<file path="config.mk">
export PLATFORM = sky130hd
export DESIGN_NAME = dmem_arb
export DESIGN_NICKNAME = d
export VERILOG_FILES = /design/src/rtl/dmem_arb.sv
export SDC_FILE = /design/constraint.sdc
export NUM_CORES = 1
export LEC_CHECK = 0
export BUFFER_PORTS_ARGS = -buffer_cell sky130_fd_sc_hd__buf_2
export CORE_AREA = 2 2 119 121
export CTS_BUF_LIST = sky130_fd_sc_hd__clkbuf_4 sky130_fd_sc_hd__clkbuf_8 sky130_fd_sc_hd__clkbuf_16
export DETAILED_ROUTE_END_ITERATION = 8
export DIE_AREA = 0 0 121 123
export GPL_TIMING_DRIVEN = 0
export SLEW_MARGIN = 20
export SYNTH_ARGS = -nofsm -noshare
export SYNTH_HDL_FRONTEND = slang
export SYNTH_SLANG_ARGS = --single-unit
</file>
<file path="constraint.sdc">
create_clock -name clock -period 5.37 [get_ports clock]
set_input_delay 1.611 -clock clock [delete_from_list [all_inputs] [get_ports clock]]
set_output_delay 1.611 -clock clock [all_outputs]
set_load 0.02 [all_outputs]
</file>
<file path="src/rtl/dmem_arb.sv">
// dmem_arb: two-port arbiter sharing one waitrequest-style data-cache port.
// Optional macro DMEM_ARB_RR_EN selects round-robin; otherwise port 0 has fixed priority.
module dmem_arb #(
  parameter int ADDR_WIDTH = 32,
  parameter int DATA_WIDTH = 32,
  parameter int BE_WIDTH   = DATA_WIDTH / 8
) (
  input  logic                  clock,
  input  logic                  reset_n,
  input  logic                  p0_rd,
  input  logic                  p0_wr,
  input  logic [ADDR_WIDTH-1:0] p0_addr,
  input  logic [DATA_WIDTH-1:0] p0_wr_data,
  input  logic [BE_WIDTH-1:0]   p0_wr_be,
  output logic [DATA_WIDTH-1:0] p0_data,
  output logic                  p0_waitrequest,
  input  logic                  p1_rd,
  input  logic                  p1_wr,
  input  logic [ADDR_WIDTH-1:0] p1_addr,
  input  logic [DATA_WIDTH-1:0] p1_wr_data,
  input  logic [BE_WIDTH-1:0]   p1_wr_be,
  output logic [DATA_WIDTH-1:0] p1_data,
  output logic                  p1_waitrequest,
  output logic                  cache_rd,
  output logic                  cache_wr,
  output logic [ADDR_WIDTH-1:0] cache_addr,
  output logic [DATA_WIDTH-1:0] cache_wr_data,
  output logic [BE_WIDTH-1:0]   cache_wr_be,
  input  logic [DATA_WIDTH-1:0] cache_data,
  input  logic                  cache_waitrequest
);

  localparam logic [1:0] ST_IDLE = 2'd0;
  localparam logic [1:0] ST_OWN0 = 2'd1;
  localparam logic [1:0] ST_OWN1 = 2'd2;

  logic [1:0] r_state;
  logic [1:0] w_state_nxt;
  logic       r_last_grant;
  logic       w_p0_req;
  logic       w_p1_req;
  logic       w_grant1;

  assign w_p0_req = p0_rd | p0_wr;
  assign w_p1_req = p1_rd | p1_wr;

`ifdef DMEM_ARB_RR_EN
  // On a tie, the port that did not win last time goes next.
  assign w_grant1 = w_p1_req & (~w_p0_req | ~r_last_grant);
`else
  assign w_grant1 = w_p1_req & ~w_p0_req;
`endif

  always_comb begin
    w_state_nxt = r_state;
    case (r_state)
      ST_IDLE: begin
        if (w_p0_req | w_p1_req) w_state_nxt = w_grant1 ? ST_OWN1 : ST_OWN0;
      end
      // Release on completion, or if the owner abandons its request.
      ST_OWN0: if (!cache_waitrequest || !w_p0_req) w_state_nxt = ST_IDLE;
      ST_OWN1: if (!cache_waitrequest || !w_p1_req) w_state_nxt = ST_IDLE;
      default: w_state_nxt = ST_IDLE;
    endcase
  end

  always_ff @(posedge clock or negedge reset_n) begin
    if (!reset_n) begin
      r_state      <= ST_IDLE;
      r_last_grant <= 1'b1;
    end else begin
      r_state <= w_state_nxt;
      if (r_state == ST_IDLE && (w_p0_req | w_p1_req)) r_last_grant <= w_grant1;
    end
  end

  // Data path is purely combinational from the owner; write masks read.
  always_comb begin
    cache_rd       = 1'b0;
    cache_wr       = 1'b0;
    cache_addr     = '0;
    cache_wr_data  = '0;
    cache_wr_be    = '0;
    p0_data        = '0;
    p1_data        = '0;
    p0_waitrequest = 1'b1;
    p1_waitrequest = 1'b1;
    case (r_state)
      ST_OWN0: begin
        cache_rd       = p0_rd & ~p0_wr;
        cache_wr       = p0_wr;
        cache_addr     = p0_addr;
        cache_wr_data  = p0_wr_data;
        cache_wr_be    = p0_wr_be;
        p0_data        = cache_data;
        p0_waitrequest = cache_waitrequest;
      end
      ST_OWN1: begin
        cache_rd       = p1_rd & ~p1_wr;
        cache_wr       = p1_wr;
        cache_addr     = p1_addr;
        cache_wr_data  = p1_wr_data;
        cache_wr_be    = p1_wr_be;
        p1_data        = cache_data;
        p1_waitrequest = cache_waitrequest;
      end
      default: ;
    endcase
  end

endmodule

</file>
==> out/qor.yml, run 1 <==
outcome:
  status: "complete, no violations"
timing:
  hold_viol: 0
  fmax_mhz: 259
  tightest_slew_ns: 0.584
  rsz0062_at_grt: "no"
  relSlewSlack: 0.610
  holdWs_ns: 0.582
  fin_ws_ns: 1.50
  finalCriticalPeriod_ns: 3.87
  skew_ns: 0.00137
  drv_slew: 0
  setup_violations: 0
  setup_tns_ns: 0
  fin_crit_sh: 0.720
final_layout:
  antenna_cells: 0
  largest-register: "r_state"
  layout-drive-gt1-share: 0.588
  utilization: 0.265
  nets: 751
  reg.largest.list: "r_state: 2 flops"
  largest_register_ffs: 2
  area_delta_synth_final_pct: 105
clock_tree:
  cts_made_buffers: 3
  cts_setup_buffers: 0
  clkSlewWorstSetupHoldPaths_ns: 0.03
  clk-insertion-delay-late_ns: 0.22
  cts-htree-levels: 1
  cts_tree: "done"
  clk_path_buf_depth: 2
  hold_buffers: 0
  cts_root_buffer: "clkbuf_16"
  clkSinkCount: 2
  ctsResizeCount: 0
worst_setup_path:
  required_ns: 3.76
  critical_path_class: "in2out"
  start_kind: "primary input"
  crit_fanout: 4
  reg2regPathDepth: 7
  endpoint_kind: "output pin"
  cp.arrival_ns: 2.25
  reg2reg_slack_ns: 3.88
grt:
  grt_pass1_wl_um: 14800
  antenna_found_initial: 0
  grtUsageTotal: 0.128
  grt_pass1_vias: 2853
  grt-ovfl-total: 0
  grt_start_max_net_pins: 11
synthesis:
  synth_seq_cells: 2
  syn_nets: 436
  synth.distinct_cells: 24
  yosysTopAreaCell: "a22oi_1"
  yosysTopAreaCellShare: 0.295
  ys_seq_area_frac: 0.0285
  ys.flop_type: "dfrtp_1"
  ys_async_sr_fraction: 1.00
  synth_edf_count: 0
  synth_top_family_by_area: "simple AND/OR/NAND/NOR gates"
  synth_fa_ha_area_frac: 0.0285
  avgSynthCellArea_um2: 6.83
  synth_area_leaders: "a22oi_1 30%, nor2b_1 25%, and2_1 23%"
  synth-compound-area-share: 0.350
  synthesis.instances: 257
  synth-xor-area-share: 0
  synthMuxAreaShare: 0
  synth_simple_gate_area_frac: 0.496
  netlist_area_um2: 1760
  yosysWarnings: 0
floorplan:
  die_area_um2: 14900
  core_um2: 13600
  io_pins: 311
  rows: 43
  dieHeight_um: 123
  initial_core_util: 0.129
  die_w_um: 121
hold_path:
  min_path_type: "reg2reg"
  hold_path_depth: 2
place:
  place.gp.congestion: 0.776
  place_ws_ns: 1.45
  place_hpwl_um: 9270
  portBuffers: 310
drt:
  wl_met1_um: 4300
  top_layer: "met4"
  wl_met2_um: 5660
  drtIter0Drc: 78
  wl_um: 10900
  post_drt_wl_per_cell_um: 14.5
  route.met3.wl_um: 861
  via_per_inst: 4.18
  firstDrtPassIters: 4
  num_vias: 3134
  ant_nets: 0
  route.detailed.drc: 0
power:
  ir_drop_uv: 143
  p_per_area_nw_per_um2: 427
  p_leak_nw: 2.04
run:
  drv_cap: 0
[worst paths after layout]
| path | to | start |
|---|---|---|
| setup / recovery | cache_rd | p0_rd |
| hold / removal | r_state[1] | r_state[1] |
| setup reg to reg | r_state[1] | r_state[0] |
| hold reg to reg | r_state[1] | r_state[1] |
| max in group asynchronous | r_state[1] | reset_n |
| min in group asynchronous | r_state[0] | reset_n |
[per-layer routing]
metal / vias to the layer above / global-route usage
met4: 0 / 0.0211
li1: 1529 / -
met1: 1423 / 0.149
met5: - / 0
met3: 6 / 0.0189
met2: 176 / 0.250
[synthesized netlist by cell type, types with 2 or more instances]
cell type	number
a22oi_1	69
nor2b_1	69
and2_1	65
clkbuf_1	12
buf_2	10
buf_4	6
ha_1	4
buf_6	2
dfrtp_1	2
inv_1	2
nand2_1	2
nand2b_1	2
[worst max-delay path: stages]
cell     delay [ns]
buf_2          0.11
nand2_1        0.05
o22ai_1        0.16
and2_1         0.15
buf_2          0.17
[logic make-up (layout without fill, tap and decap cells)]
kind of cell             count (synthesis)  count (layout)
adder cells (fa/ha/maj)                  4               4
flip-flops                               2               2
buffers and inverters                   32             345
AND/OR/NAND/NOR                        140             140
AO/OA/AOI/OAI                           79              79
[placed cells by master, fill, tap and decap left out]
master / n
buf_2: 320
o21ai_1: 1
dfrtp_1: 2
inv_1: 2
clkbuf_1: 12
buf_6: 2
a2bb2oi_1: 1
o21bai_1: 1
or3b_1: 1
o21ai_2: 1
ha_1: 4
o221ai_2: 1
o211ai_1: 1
nor2_1: 1
buf_4: 6
nor2b_1: 69
and2_1: 65
a22oi_1: 69
o21a_4: 1
clkbuf_16: 3
o2bb2ai_2: 1
o21a_1: 1
nand2_1: 2
o22ai_1: 1
nand2b_1: 2
[where the power goes]
group / internal (W) / switching (W) / total [W]
combinational: 0.000546 / 0.000857 / 0.00140
clock: 0.0000947 / 0.0000172 / 0.000112
sequential: 0.0000205 / 0.00000602 / 0.0000265
[final cells by class]
| type | instances | area, µm² |
|---|---|---|
| inverter | 2 | 7.51 |
| fill | 1533 | 10000 |
| clock buffer | 3 | 75.1 |
| multi-input combinational | 223 | 1540 |
| sequential | 2 | 50.0 |
| tap | 180 | 225 |
| buffer | 30 | 163 |
| timing repair buffer | 310 | 1550 |
[per-stage QoR]
step	instances	power, W	area [µm²]
4_1_cts	750	0.00157	3610
5_1_grt	750	0.00167	3610
3_5_place_dp	747	0.00145	3530
2_1_floorplan	257	0.000946	1760
6_report	750	0.00154	3610
3_3_place_gp	747	0.00144	3530
(Power assumes the default switching activity.)
==> inputs of run 2 (changes only) <==
CORE_AREA = 2 2 120 122   (was 2 2 119 121)
DIE_AREA = 0 0 122 124   (was 0 0 121 123)
clock period = 3.6 ns   (was 5.37 ns; I/O delays follow)
==> run 2 against run 1 <==
  * Critical path depth unchanged
  * Global-route usage decreased by 0.53 points
  * Sequential power grew 49%
  * Hold slack improved by 0.014 ns
  * Cell area stayed put
  * Register-to-register slack worse by 1.8 ns
  * Setup slack worse by 1.1 ns
  * First-iteration DRC count is 10% lower
  * Non-clock buffer count unchanged
  * Cell count unchanged
  * Die area increased by 1.6%
  * Power is 50% higher
==> out/qor.yml, run 2 (synthesis gave the netlist of run 1 again) <==
timing:
  skew_ns: 0.00183  # +0.000464 ns
  setup_violations: 0  # unchanged
  hold_viol: 0  # unchanged
  finalCriticalPeriod_ns: 3.23
  fin_crit_sh: 0.896
  rsz0062_at_grt: "no"
  drv_slew: 0  # unchanged
  holdWs_ns: 0.596  # +0.0140 ns
  tightest_slew_ns: 0.642  # +0.0579 ns
  setup_tns_ns: 0  # unchanged
  relSlewSlack: 0.572  # -0.0386
  fmax_mhz: 310
grt:
  grt-ovfl-total: 0  # unchanged
  grtUsageTotal: 0.123  # -0.00532
  grt_pass1_wl_um: 14100  # -5.2%
  grt_start_max_net_pins: 11  # unchanged
  antenna_found_initial: 0  # unchanged
  grt_pass1_vias: 2717  # -4.8%
worst_setup_path:
  critical_path_class: "reg2out"
  required_ns: 2.52  # -1.24 ns
  endpoint_kind: "output pin"
  cp.arrival_ns: 2.15  # -0.10 ns
  start_kind: "register"
  crit_fanout: 10  # +6
final_layout:
  reg.largest.list: "r_state: 2 flops"
  nets: 751  # unchanged
  layout-drive-gt1-share: 0.588  # unchanged
  largest-register: "r_state"
  fillers: 1542  # +0.59%
  utilization: 0.263  # -0.00208
  area_delta_synth_final_pct: 105  # unchanged
  final_cell_mix: "320 x buf_2, 69 x a22oi_1, 69 x nor2b_1"
  multi_input_comb_area_um2: 1540  # unchanged
  seq_area_um2: 50.0  # unchanged
  largest_register_ffs: 2  # unchanged
  layout_commonest_cell: "buf_2"
  antenna_cells: 0  # unchanged
clock_tree:
  cts_made_buffers: 3  # unchanged
  hold_buffers: 0  # unchanged
  clk-insertion-delay-late_ns: 0.22  # about the same
  clkSlewWorstSetupHoldPaths_ns: 0.03  # about the same
  cts_tree: "done"
  ctsResizeCount: 0  # unchanged
  cts_root_buffer: "clkbuf_16"
  clk_path_buf_depth: 2  # unchanged
  cts_setup_buffers: 0  # unchanged
  clkSinkCount: 2  # unchanged
  cts-htree-levels: 1  # unchanged
power:
  combPwrFrac: 0.910  # about the same
  p_sw_w: 0.00132  # +50%
  ir_drop_uv: 238  # +66%
  seq_power_share: 0.017  # about the same
  switching_share: 0.572  # +0.00133
  power_frac_clock: 0.073  # about the same
  p_int_w: 0.000987  # +49%
  p_leak_nw: 2.04  # unchanged
  p_per_area_nw_per_um2: 640  # +50%
drt:
  firstDrtPassIters: 4  # unchanged
  wl_um: 10900  # +0.39%
  drtIter0Drc: 70  # -10%
  num_vias: 3094  # -1.3%
  post_drt_wl_per_cell_um: 14.6  # +0.39%
  ant_nets: 0  # unchanged
  via_per_inst: 4.13  # -1.3%
  route.detailed.drc: 0  # unchanged
hold_path:
  min_path_type: "reg2reg"
floorplan:
  die_w_um: 122  # +0.83%
  dieHeight_um: 124  # +0.81%
  core_um2: 13700  # +0.79%
  die_area_um2: 15100  # +1.6%
  io_pins: 311  # unchanged
  initial_core_util: 0.128  # -0.00101
  rows: 43  # unchanged
place:
  place_hpwl_um: 9060  # -2.3%
  portBuffers: 310  # unchanged
  place.gp.congestion: 0.778  # +0.28%
run:
  drv_cap: 0  # unchanged
outcome:
  status: "complete, no violations"
run 2: cell counts in the layout (fill, tap and decap cells not counted):
No cell type changed its count.
run 2: worst paths after layout:
path	start	endpoint	slack, ns	depth (start not counted)
setup / recovery	r_state[0]	cache_addr[22]	0.37	5
hold / removal	r_state[1]	r_state[1]	0.60	2
setup reg to reg	r_state[0]	r_state[1]	2.11	7
hold reg to reg	r_state[1]	r_state[1]	0.60	2
max in group asynchronous	reset_n	r_state[1]	2.87	1
min in group asynchronous	reset_n	r_state[0]	0.64	1
run 2: worst max-delay path: stages (launching register included):
cell and delay [ns]:
dfrtp_1 0.39, inv_1 0.10, ha_1 0.50, clkbuf_1 0.54
nor2b_1 0.21, buf_2 0.17
run 2: cell type report:
type	instances	area share
Inverter	2	0.00208
Tap cell	180	0.0624
Buffer	30	0.0451
Clock buffer	3	0.0208
Sequential cell	2	0.0139
Timing Repair Buffer	310	0.430
Multi-Input combinational cell	223	0.426
run 2: power groups by stage:
| stage | registers, W | clock network (W) | logic, W |
|---|---|---|---|
| detailed placement | 0.0000397 | 0 | 0.00213 |
| CTS | 0.0000395 | 0.000170 | 0.00214 |
| global route | 0.0000410 | 0.000175 | 0.00228 |
| global placement | 0.0000397 | 0 | 0.00213 |
| finish | 0.0000395 | 0.000168 | 0.00210 |
| floorplan | 0.0000366 | 0 | 0.00137 |
run 2: metrics by stage:
| step | instances | instance area (µm²) | worst slack, ns | power (W) |
|---|---|---|---|---|
| floorplan | 257 | 1760 | 1.05 | 0.00141 |
| global placement | 747 | 3530 | 0.517 | 0.00217 |
| detailed placement | 747 | 3530 | 0.514 | 0.00217 |
| CTS | 750 | 3610 | 0.273 | 0.00235 |
| global route | 750 | 3610 | 0.226 | 0.00250 |
| finish | 750 | 3610 | 0.374 | 0.00231 |
run 2: metal layers:
layer,global-route usage,up-vias,routed length (µm)
met4,0.0151,0,44
met2,0.250,192,5750
met5,0,-,0
li1,-,1530,-
met3,0.0174,5,929
met1,0.137,1367,4200
==> inputs of run 3 (changes only) <==
RECOVER_POWER = 50   (was default)
==> run 3 against run 2 <==
  * Clock power is essentially flat
  * Clock skew barely moved
  * Clock-buffer cell count did not move
  * Sequential cell count did not move
  * First-iteration DRC count shrank 14%
  * Critical endpoint unchanged
  * Largest cell class unchanged
  * Highest routed layer unchanged
==> out/qor.yml, run 3 (synthesis gave the netlist of run 1 again) <==
outcome:
  status: "complete, no violations"
floorplan:
  die_w_um: 122  # unchanged
  io_pins: 311  # unchanged
  die_area_um2: 15100  # unchanged
  rows: 43  # unchanged
  dieHeight_um: 124  # unchanged
  core_um2: 13700  # unchanged
  initial_core_util: 0.128  # unchanged
drt:
  via_per_inst: 4.10  # -0.71%
  ant_nets: 0  # unchanged
  wl_um: 10900  # -0.19%
  drtIter0Drc: 60  # -14%
  post_drt_wl_per_cell_um: 14.5  # -0.19%
  route.detailed.drc: 0  # unchanged
  num_vias: 3072  # -0.71%
  firstDrtPassIters: 4  # unchanged
final_layout:
  nets: 751  # unchanged
  area_delta_synth_final_pct: 102
  largest_register_ffs: 2  # unchanged
  reg.largest.list: "r_state: 2 flops"
  layout-drive-gt1-share: 0.511  # -0.0772
  largest-register: "r_state"
  utilization: 0.258  # -0.00483
  final_cell_mix: "276 x buf_2, 69 x a22oi_1, 69 x nor2b_1"
  antenna_cells: 0  # unchanged
  instances_no_fill: 750  # unchanged
  layout_commonest_cell: "buf_2"
worst_setup_path:
  reg2regPathDepth: 7  # unchanged
  slowest_stage: "clkbuf_1"
  reg2reg_to: "r_state[1]"
  reg2reg_slack_ns: 1.78  # -0.33 ns
  start_kind: "register"
  crit_fanout: 10  # unchanged
  critical_path_class: "reg2out"
  cp_slowest_stage_delay_ns: 0.53  # about the same
  endpoint_kind: "output pin"
  required_ns: 2.52  # about the same
  path_cells: "inv_1 > ha_1 > clkbuf_1 > nor2b_1 > buf_2"
  cp.arrival_ns: 2.13  # -0.02 ns
  r2r_start: "r_state[0]"
power:
  power.total_w: 0.00227  # -1.6%
  p_per_area_nw_per_um2: 641  # +0.21%
  combPwrFrac: 0.908  # -0.002
  seq_power_share: 0.017  # about the same
  power_frac_clock: 0.074  # about the same
  p_int_w: 0.000950  # -3.8%
  p_sw_w: 0.00132  # about the same
  switching_share: 0.581  # +0.00924
  ir_drop_uv: 226  # -5.2%
  p_leak_nw: 1.85  # -9.2%
clock_tree:
  cts-htree-levels: 1  # unchanged
  clk-insertion-delay-late_ns: 0.22  # about the same
  cts_root_buffer: "clkbuf_16"
  ctsResizeCount: 0  # unchanged
  clkSlewWorstSetupHoldPaths_ns: 0.03  # about the same
  clkSinkCount: 2  # unchanged
  cts_made_buffers: 3  # unchanged
  cts_tree: "done"
  clk_path_buf_depth: 2  # unchanged
  hold_buffers: 0  # unchanged
  cts_setup_buffers: 0  # unchanged
place:
  placed_cells: 747  # unchanged
  place.gp.congestion: 0.778  # unchanged
  place_ws_ns: 0.514  # unchanged
  portBuffers: 310  # unchanged
  place_hpwl_um: 9060  # unchanged
grt:
  grtUsageTotal: 0.123  # unchanged
  grt-ovfl-total: 0  # unchanged
  grt_start_max_net_pins: 11  # unchanged
  grt_pass1_vias: 2717  # unchanged
  grt_pass1_wl_um: 14100  # unchanged
  antenna_found_initial: 0  # unchanged
timing:
  finalCriticalPeriod_ns: 3.21  # -0.0144 ns
  drv_slew: 0  # unchanged
  fin_ws_ns: 0.389  # +0.0144 ns
  hold_viol: 0  # unchanged
  skew_ns: 0.00175  # -0.0000789 ns
  rsz0062_at_grt: "no"
  fin_crit_sh: 0.892  # -0.00399
  tightest_slew_ns: 0.628  # -0.0146 ns
  setup_tns_ns: 0  # unchanged
  setup_violations: 0  # unchanged
  relSlewSlack: 0.582  # +0.00975
  fmax_mhz: 311  # +0.45%
hold_path:
  min_from: "r_state[1]"
  min_path_type: "reg2reg"
  hold_end: "r_state[1]"
  hold_path_depth: 2  # unchanged
run:
  drv_cap: 0  # unchanged
## run 3: power groups by stage
stage / clock network [W] / logic, W / registers (W)
3_5_place_dp: 0 / 0.00213 / 0.0000397
4_1_cts: 0.000170 / 0.00214 / 0.0000395
5_1_grt: 0.000175 / 0.00225 / 0.0000410
2_1_floorplan: 0 / 0.00137 / 0.0000366
3_3_place_gp: 0 / 0.00213 / 0.0000397
6_report: 0.000169 / 0.00206 / 0.0000392
## run 3: worst max-delay path: cells and delay by family (launching register included)
family | cells | cell delay [ns]
adders and majority gates | 1 | 0.50
buffers and inverters | 3 | 0.80
DFF | 1 | 0.39
and+or+nand+nor | 1 | 0.21
## run 3: worst max path at each step
| stage | from | endpoint | slack (ns) | depth (start not counted) |
|---|---|---|---|---|
| global route | r_state[1] | cache_addr[22] | 0.19 | 7 |
| floorplan | p0_rd | cache_rd | 1.05 | 3 |
| finish | r_state[0] | cache_addr[22] | 0.39 | 5 |
| detailed placement | r_state[0] | cache_addr[28] | 0.51 | 5 |
| global placement | r_state[0] | cache_addr[28] | 0.52 | 5 |
| CTS | r_state[0] | cache_addr[28] | 0.27 | 5 |
## run 3: layout make-up
class / count / area, µm²
inverter: 2 / 7.51
multi-input combinational: 223 / 1530
buffer: 30 / 153
clock buffer: 3 / 75.1
sequential: 2 / 50.0
fill: 1559 / 10200
timing repair buffer: 310 / 1500
tap: 180 / 225
## run 3: metal layers
layer | part of all wire | track usage | wire length (µm)
met4 | 0.0041 | 0.0151 | 45
met2 | 0.53 | 0.250 | 5740
met5 | 0 | 0 | 0
met1 | 0.39 | 0.137 | 4210
met3 | 0.083 | 0.0174 | 902
## run 3: per-stage QoR
stage               hold WS, ns  cell area [µm²]
detailed placement        0.590             3530
global route              0.636             3540
CTS                       0.598             3610
global placement          0.573             3530
finish                    0.592             3540
floorplan                 0.532             1760
